<file path="config.mk">
export PLATFORM = sky130hd
export DESIGN_NAME = component_tracker_mp
export DESIGN_NICKNAME = d
export VERILOG_FILES = /design/src/rtl/component_tracker_mp.sv
export SDC_FILE = /design/constraint.sdc
export NUM_CORES = 2
export LEC_CHECK = 0
export ABC_CLOCK_PERIOD_IN_PS = 12700
export CORE_MARGIN = 5
export CORE_UTILIZATION = 50
export CTS_CLUSTER_SIZE = 8
export DETAILED_ROUTE_END_ITERATION = 8
export GPL_TIMING_DRIVEN = 0
export PLACE_DENSITY = 0.65
export SETUP_SLACK_MARGIN = 0.05
export SYNTH_ARGS = -nofsm -noshare
export SYNTH_HDL_FRONTEND = slang
export SYNTH_SLANG_ARGS = --single-unit
</file>
<file path="constraint.sdc">
create_clock -name clk -period 12.7 [get_ports clk]
set_input_delay 3.175 -clock clk [delete_from_list [all_inputs] [get_ports clk]]
set_output_delay 3.175 -clock clk [all_outputs]
set_load 0.01 [all_outputs]
</file>
<file path="src/rtl/component_tracker_mp.sv">
// component_tracker_mp: per-antenna/per-pol S+/S- window accumulation with double-buffered baseline correction lookup
// ports: clk, rst_n (sync active-low), sync (window start), din (N_POLS*P samples of {re,im});
//        req_vld/req_ant_a/req_ant_b/req_pol_a/req_pol_b -> corr_vld/re_corr/im_corr;
//        rd_bank/bank_vld (served bank status), window_done (bank switch pulse)
// COMPONENT_TRACKER_MP_DOUT_REG_EN: extra output register, request latency 3 instead of 2
module component_tracker_mp #(
  parameter int SERIAL_ACC_LEN_BITS = 7,
  parameter int P_FACTOR_BITS = 2,
  parameter int BITWIDTH = 4,
  parameter int N_ANTS = 32,
  parameter int N_POLS = 2,
  localparam int B = BITWIDTH,
  localparam int P = 1 << P_FACTOR_BITS,
  localparam int ADD_W = P_FACTOR_BITS + B,
  localparam int SUM_W = ADD_W + 2,
  localparam int ACC_W = SUM_W + SERIAL_ACC_LEN_BITS,
  localparam int CORR_W = ACC_W + 1,
  localparam int AB = $clog2(N_ANTS),
  localparam int PB = N_POLS > 1 ? $clog2(N_POLS) : 1
) (
  input  logic                     clk,
  input  logic                     rst_n,
  input  logic                     sync,
  input  logic [N_POLS*P*2*B-1:0]  din,
  input  logic                     req_vld,
  input  logic [AB-1:0]            req_ant_a,
  input  logic [AB-1:0]            req_ant_b,
  input  logic [PB-1:0]            req_pol_a,
  input  logic [PB-1:0]            req_pol_b,
  output logic                     corr_vld,
  output logic signed [CORR_W-1:0] re_corr,
  output logic signed [CORR_W-1:0] im_corr,
  output logic                     rd_bank,
  output logic                     bank_vld,
  output logic                     window_done
);
  logic run, wr_bank, v1, f1, l1, w1, sw;
  logic [SERIAL_ACC_LEN_BITS-1:0] cnt;
  logic [AB-1:0] ant, a1;
  logic [ADD_W-1:0] re_t [N_POLS], re_s [N_POLS];
  logic signed [ADD_W-1:0] im_t [N_POLS], im_s [N_POLS];
  logic signed [SUM_W-1:0] sp [N_POLS], sm [N_POLS];
  logic signed [ACC_W-1:0] ap [N_POLS], am [N_POLS], ap_n [N_POLS], am_n [N_POLS];
  logic [N_POLS*ACC_W-1:0] wp, wm;
  logic [N_POLS*ACC_W-1:0] mp [2*N_ANTS], mm [2*N_ANTS];
  logic qv, qbank;
  logic [AB-1:0] qa, qb;
  logic [PB-1:0] qpa, qpb;
  logic signed [ACC_W-1:0] spa, spb, sma, smb;
  logic signed [CORR_W-1:0] rc, ic;
  function automatic logic signed [ACC_W-1:0] sel(input logic [N_POLS*ACC_W-1:0] w, input logic [PB-1:0] p);
    sel = '0;
    for (int i = 0; i < N_POLS; i++) if (p == PB'(i)) sel = w[i*ACC_W +: ACC_W];
  endfunction
  // adder tree input: re made offset-binary by flipping its sign bit
  always_comb begin
    for (int p = 0; p < N_POLS; p++) begin
      re_t[p] = '0;
      im_t[p] = '0;
      for (int i = 0; i < P; i++) begin
        re_t[p] = re_t[p] + ADD_W'({~din[(p*P+i)*2*B+2*B-1], din[(p*P+i)*2*B+B +: B-1]});
        im_t[p] = im_t[p] + ADD_W'($signed(din[(p*P+i)*2*B +: B]));
      end
    end
  end
  always_comb begin
    wp = '0;
    wm = '0;
    for (int p = 0; p < N_POLS; p++) begin
      sp[p] = SUM_W'($signed({1'b0, re_s[p]})) + SUM_W'(im_s[p]);
      sm[p] = SUM_W'($signed({1'b0, re_s[p]})) - SUM_W'(im_s[p]);
      ap_n[p] = f1 ? ACC_W'(sp[p]) : ap[p] + ACC_W'(sp[p]);
      am_n[p] = f1 ? ACC_W'(sm[p]) : am[p] + ACC_W'(sm[p]);
      wp[p*ACC_W +: ACC_W] = ap_n[p];
      wm[p*ACC_W +: ACC_W] = am_n[p];
    end
  end
  always_ff @(posedge clk) begin
    re_s <= re_t;
    im_s <= im_t;
    a1 <= ant;
    f1 <= cnt == '0;
    l1 <= &cnt;
    w1 <= (&cnt) && (ant == AB'(N_ANTS - 1));
    if (v1 && !sync) begin
      ap <= ap_n;
      am <= am_n;
    end
    if (rst_n && v1 && l1 && !sync) begin
      mp[{wr_bank, a1}] <= wp;
      mm[{wr_bank, a1}] <= wm;
    end
    qa <= req_ant_a;
    qb <= req_ant_b;
    qpa <= req_pol_a;
    qpb <= req_pol_b;
    qbank <= rd_bank;
  end
  // sync kills every sample in flight, including a pending bank switch
  always_ff @(posedge clk) begin
    if (!rst_n) begin
      run <= 1'b0;
      cnt <= '0;
      ant <= '0;
      wr_bank <= 1'b0;
      v1 <= 1'b0;
      sw <= 1'b0;
      rd_bank <= 1'b0;
      bank_vld <= 1'b0;
      window_done <= 1'b0;
    end else begin
      v1 <= run && !sync;
      sw <= v1 && l1 && w1 && !sync;
      window_done <= sw && !sync;
      if (sync) begin
        run <= 1'b1;
        cnt <= '0;
        ant <= '0;
        wr_bank <= 1'b0;
        rd_bank <= 1'b0;
        bank_vld <= 1'b0;
      end else begin
        if (run) begin
          cnt <= cnt + 1'b1;
          if (&cnt) ant <= (ant == AB'(N_ANTS - 1)) ? '0 : ant + 1'b1;
        end
        if (sw) begin
          rd_bank <= wr_bank;
          bank_vld <= 1'b1;
          wr_bank <= ~wr_bank;
        end
      end
    end
  end
  always_comb begin
    spa = sel(mp[{qbank, qa}], qpa);
    spb = sel(mp[{qbank, qb}], qpb);
    sma = sel(mm[{qbank, qa}], qpa);
    smb = sel(mm[{qbank, qb}], qpb);
    rc = CORR_W'(spa) + CORR_W'(spb);
    ic = CORR_W'(smb) - CORR_W'(sma);
  end
`ifdef COMPONENT_TRACKER_MP_DOUT_REG_EN
  logic v2;
  logic signed [CORR_W-1:0] r2, i2;
`endif
  always_ff @(posedge clk) begin
    if (!rst_n) begin
      qv <= 1'b0;
      corr_vld <= 1'b0;
      re_corr <= '0;
      im_corr <= '0;
`ifdef COMPONENT_TRACKER_MP_DOUT_REG_EN
      v2 <= 1'b0;
      r2 <= '0;
      i2 <= '0;
`endif
    end else begin
      qv <= req_vld && bank_vld;
`ifdef COMPONENT_TRACKER_MP_DOUT_REG_EN
      v2 <= qv;
      r2 <= qv ? rc : '0;
      i2 <= qv ? ic : '0;
      corr_vld <= v2;
      re_corr <= r2;
      im_corr <= i2;
`else
      corr_vld <= qv;
      re_corr <= qv ? rc : '0;
      im_corr <= qv ? ic : '0;
`endif
    end
  end
endmodule

</file>
After elaboration in Yosys (flattened, before gate mapping)
Memory sizes are Yosys's and may differ from the RTL's. A register that Yosys moved wholly into a read port is not among the register bits.
Index checks and enable logic that the tools add are counted.
- $add $sub $neg: 24
- multiply operators: 0
- div/mod/pow operators: 0
- order comparisons: 0
- equality and inequality tests: 1
- shift operators: 0
- muxes and demuxes: 11
- bitwise gates (word level): 10
- reductions and logical operators: 17
- operators by type and width (cell ; number):
    $mux 15 ; 8
    $add 15x8->15 ; 4
    $add 5x4->6 ; 4
    $add 6x4->6 ; 4
    $add 4x4->5 ; 4
    $add 15x15->16 ; 1
    $add 7x6->8 ; 2
    $sub 15x15->16 ; 1
    $sub 7x6->8 ; 2
    $logic_and 1x1->1 ; 11
    $not 1->1 ; 10
    $reduce_and 8->1 ; 1
    $add 7x1->7 const B ; 1
    $logic_not 7->1 ; 1
    $reduce_and 7->1 ; 1
    $add 5x1->5 const B ; 1
    $eq 5x5->1 const B ; 1
    $mux 5 ; 1
    $mux 1 ; 2
    $reduce_and 2->1 ; 1
    $reduce_or 2->1 ; 1
    $logic_not 1->1 ; 1
- flip-flop bits (word level): 147
- latch bits: 0
- RAM bits: 3840
- bits in read-only memories: 0
- input port bits: 80
- output and inout port bits: 36
- word-level logic and storage cells: 92
- memories: 2
- memories (memory ; depth ; bits a word ; read ports ; clocked after memory_dff ; wr ports ; RTL line ; RTL):
    mm ; 64 ; 30 ; 2 ; 2 ; 1 ; 45 ; logic [N_POLS*ACC_W-1:0] mp [2*N_ANTS], mm [2*N_ANTS];
    mp ; 64 ; 30 ; 2 ; 2 ; 1 ; 45 ;

Logic depth before layout (Yosys ltp)
- depth after elaboration: 5
- mapped depth: 20
- gate-level depth less buffers: 18

Least setup slack after synthesis
Ideal clock, no wire load.
- path type: input-to-reg
- start: input sync
- end: memory mm[63][0] (netlist bit), enable pin
- library setup time: 0.478 ns
- data arrival time: 6.618 ns
- required time: 12.222 ns
- slack: 5.604 ns
- cell stages on the path: 5
- buffers on the path: 1
- cells stage by stage: nand2b_1 clkbuf_1 nor3_1 nand3_1 nor2_1
- cells in the longest elaborated chain, start to end: 4
- ends and longest elaborated chain (item ; RTL line ; RTL):
    start, declared ; 23 ; input logic sync,
    $logic_not 1->1 ; 89 ; if (rst_n && v1 && l1 && !sync) begin
    $logic_and 1x1->1 ; 89 ;
    $mux 1 ; 89 ;
    $mux 1 (implied by the code) ; 91 ; mm[{wr_bank, a1}] <= wm;
    end, declared ; 45 ;
Every way passes these cells.

==> reports/qor.txt <==
Reg-to-reg endpoint = re_corr[12]
Root Buffer = clkbuf_16
Post-Syn Area per Cell = 21.7 um2
Main synth FF type = edfxtp_1
Status = finished, violations left
Multiplexer share of the synthesized area = 28.9%
Post_cts resized = 0
P&R area growth vs syn = 16.5%
IO Pins = 116
Unrepaired setup endpoints after global routing = no
Cell area after synthesis = 187000 um2
CP Max Fanout = 10
Flops & latches, synth = 3998
CP Class = reg -> reg
Max rail drop VDD = 0.496 mV
Cell Rows = 224
Post-route cell area = 217000 um2
Die area = 386000 um2
GRT Util Overall = 36.7%
Syn. warnings = 0
Failing checks = capacitance limit, slew limit
Synth Area in XOR/XNOR = 0.479%
Met2 Usage GRT = 52.1%
Power Density = 231 nW/um2
Post-synth cell types = 62
Startpoint class of the critical path = flip-flop
Vias/cell = 7.55
Final WL = 711 mm
Largest net degree at the start of global routing = 66
Worst Hold Path EP = a1[4]
CTS Buf Count = 572
PortBufs = 115
Synth Instances = 8615
Met3 track demand over resource = 14.4%
Clock latency on the worst-skew pair = 1080 ps
Die Wd = 621 um
Cell Area, Placed = 201000 um2
DRC = 0
Post-Syn Nets = 8883
TritonCTS Sinks = 3998
Final setup viols = 0
Largest family of logic cells by synthesized area = multiplexers
First-pass GRT wire length = 945 mm
Sequential cell area fraction in the yosys report = 63.8%
Area of the core = 372000 um2
Deepest clock path buffer count = 4
Final Skew = 47.8 ps
Synth Area in Adders = 1.44%
Hold path depth = 0
GPL Wtd Cong = 0.976
Starting DRT DRC Count = 20600
Vias in the first global route = 110000
Min cycle time layout = 7770 ps
GR Util met1 = 48.2%
Register area = 119000 um2
Worst Hold Launch = ant[4]
Setup bufs post-CTS = 0
Final Cycle Share = 61.2%
CP Capture Type = flip-flop
Number of max-cap violations = 28
Peak Freq = 0.129 GHz
H-tree levels = 6
Critical path arrival = 8770 ps
Detail Route Antenna Nets = 0
DP HPWL = 515 mm
Cell leakage power = 0.0688 uW
Avg WL per Cell = 48.0 um
Post-synth EDFFs = 3900
Final Hold Viols = 0
TNS Setup = 0 ps
Share of layout cells above drive strength 1 = 37.8%
Initial antenna violation count = 72
Worst reg-to-reg path cell count = 18
Worst-path clk slew = 50 ps
Starting Density = 50.2%
Footprint of the multi-input gates = 65100 um2
Via count = 112000
Worst slew margin = -15.2%
Synth async-reset ratio = 0%
Worst-margin pin slew = 1710 ps
Hold/Removal Path Class = reg -> reg
Worst hold slack = 381 ps
R2R setup slack = 4930 ps
Slew Viols, Final = 181
Post-CTS Hold Fix Bufs = 0
Worst endpoint required time = 13700 ps
Synth Area in Compound Gates = 2.34%
CTS tree = done
Fill count = 26500
Chip Height = 621 um
Final Net Count = 9867
GRT Max-Usage Layer = met2
Grt ovf = 0
1st-pass router iterations = 6
Synth Area in Simple Gates = 1.14%
per-layer routing:
layer / part of all wire (%) / vias up
li1: - / 40100
met1: 34 / 59700
met2: 43 / 10100
met3: 16 / 1823
met4: 7.4 / 36
met5: 0.066 / -
how the worst max path moves through the flow:
stage | start | slack (ps) | end | cells past startpoint
finish | flip-flop | 4930 | re_corr[12] | 18
global route | flip-flop | 4920 | re_corr[12] | 18
CTS | flip-flop | 4980 | re_corr[12] | 18
detailed placement | rst_n | 4620 | mp[55][9] | 9
global placement | rst_n | -370 | mp[63][20] | 6
floorplan | sync | 5600 | mm[63][0] | 5
synth_stat cells (all sizes together) (17+ instances only):
cell	count	area, um2
a211oi	20	150
clkbuf	269	1010
and4	17	149
o21ai	189	946
nor2b	18	113
buf	370	2150
mux2i	245	2450
mux4	2280	51300
dfxtp	98	1960
fa	44	881
inv	76	285
nand2	67	251
ha	144	1800
a21oi	63	315
nand4	48	300
o21a	28	210
a22oi	116	871
a21o	33	248
nor2	167	627
edfxtp	3900	117000
mux2	18	203
a221oi	121	1060
xor2	37	324
nand2b	22	138
nor3	25	125
xnor2	65	569
cells in the final DEF, fill, tap and decap left out, drive strengths merged, types with 35 or more instances in the layout:
cell type,netlist,routed
mux2i,245,245
mux4,2280,2280
a221oi,121,121
xnor2,65,65
buf,370,663
nand4,48,48
o21ai,189,189
nand2,67,67
clkdlybuf4s50,0,115
fa,44,44
a21oi,63,63
dfxtp,98,98
clkbuf,269,951
nor2,167,167
ha,144,144
a22oi,116,116
xor2,37,37
edfxtp,3900,3900
diode,0,76
clkinv,1,35
inv,76,93
cells by family (layout without fill, tap and decap cells):
family | after synthesis | after routing
buffers and inverters | 716 | 1859
other | 0 | 76
AND/OR/NAND/NOR | 428 | 428
XOR/XNOR | 102 | 102
adder cells (fa/ha/maj) | 188 | 188
multiplexers | 2543 | 2543
flip-flops | 3998 | 3998
AO/OA/AOI/OAI | 640 | 640
critical path, stage by stage, from the launching register on:
cell,delay (ps)
dfxtp_1,300
buf_4,180
buf_2,350
clkbuf_1,1180
clkbuf_1,1060
mux4_2,440
mux4_2,540
o21ai_1,840
nand4_1,200
ha_1,360
inv_1,110
fa_1,210
nor2b_1,60
o21ai_0,410
o211ai_1,320
a211oi_1,580
o21bai_1,120
a21oi_1,210
mux2i_1,200
registers in the layout, indices dropped and copies added, names as in the netlist, 5 cells and up, named ones only:
register  count
cnt           7
ant           5
a1            5
am           30
re_corr      16
re_s         12
mp         1920
ap           30
mm         1920
im_s         12
im_corr      16
layout make-up:
cell class / count / area share, %
clock buffers: 680 / 6.86
inverters: 77 / 0.133
well taps: 4972 / 2.86
clock inverters: 53 / 0.490
repair buffers: 410 / 3.37
flip-flops and latches: 3998 / 54.8
multi-input cells: 3901 / 29.9
diodes: 76 / 0.0875
plain buffers: 639 / 1.49
power breakdown:
group	switching (uW)	internal, uW
registers	46.9	20600
clock network	5800	8240
logic	11400	4130
total	17200	33000
per-stage QoR:
| stage | cells | util [%] | setup slack, ps | total power, uW |
|---|---|---|---|---|
| global route | 14800 | 58.4 | 4920 | 51200 |
| global placement | 13700 | 52.2 | -370 | 34300 |
| CTS | 14700 | 58.4 | 4980 | 49900 |
| finish | 14800 | 58.5 | 4930 | 50300 |
| floorplan | 8615 | - | 5600 | 27700 |
| detailed placement | 14000 | 54.1 | 4620 | 36100 |
No activity file was read; power rests on OpenSTA's default activity.
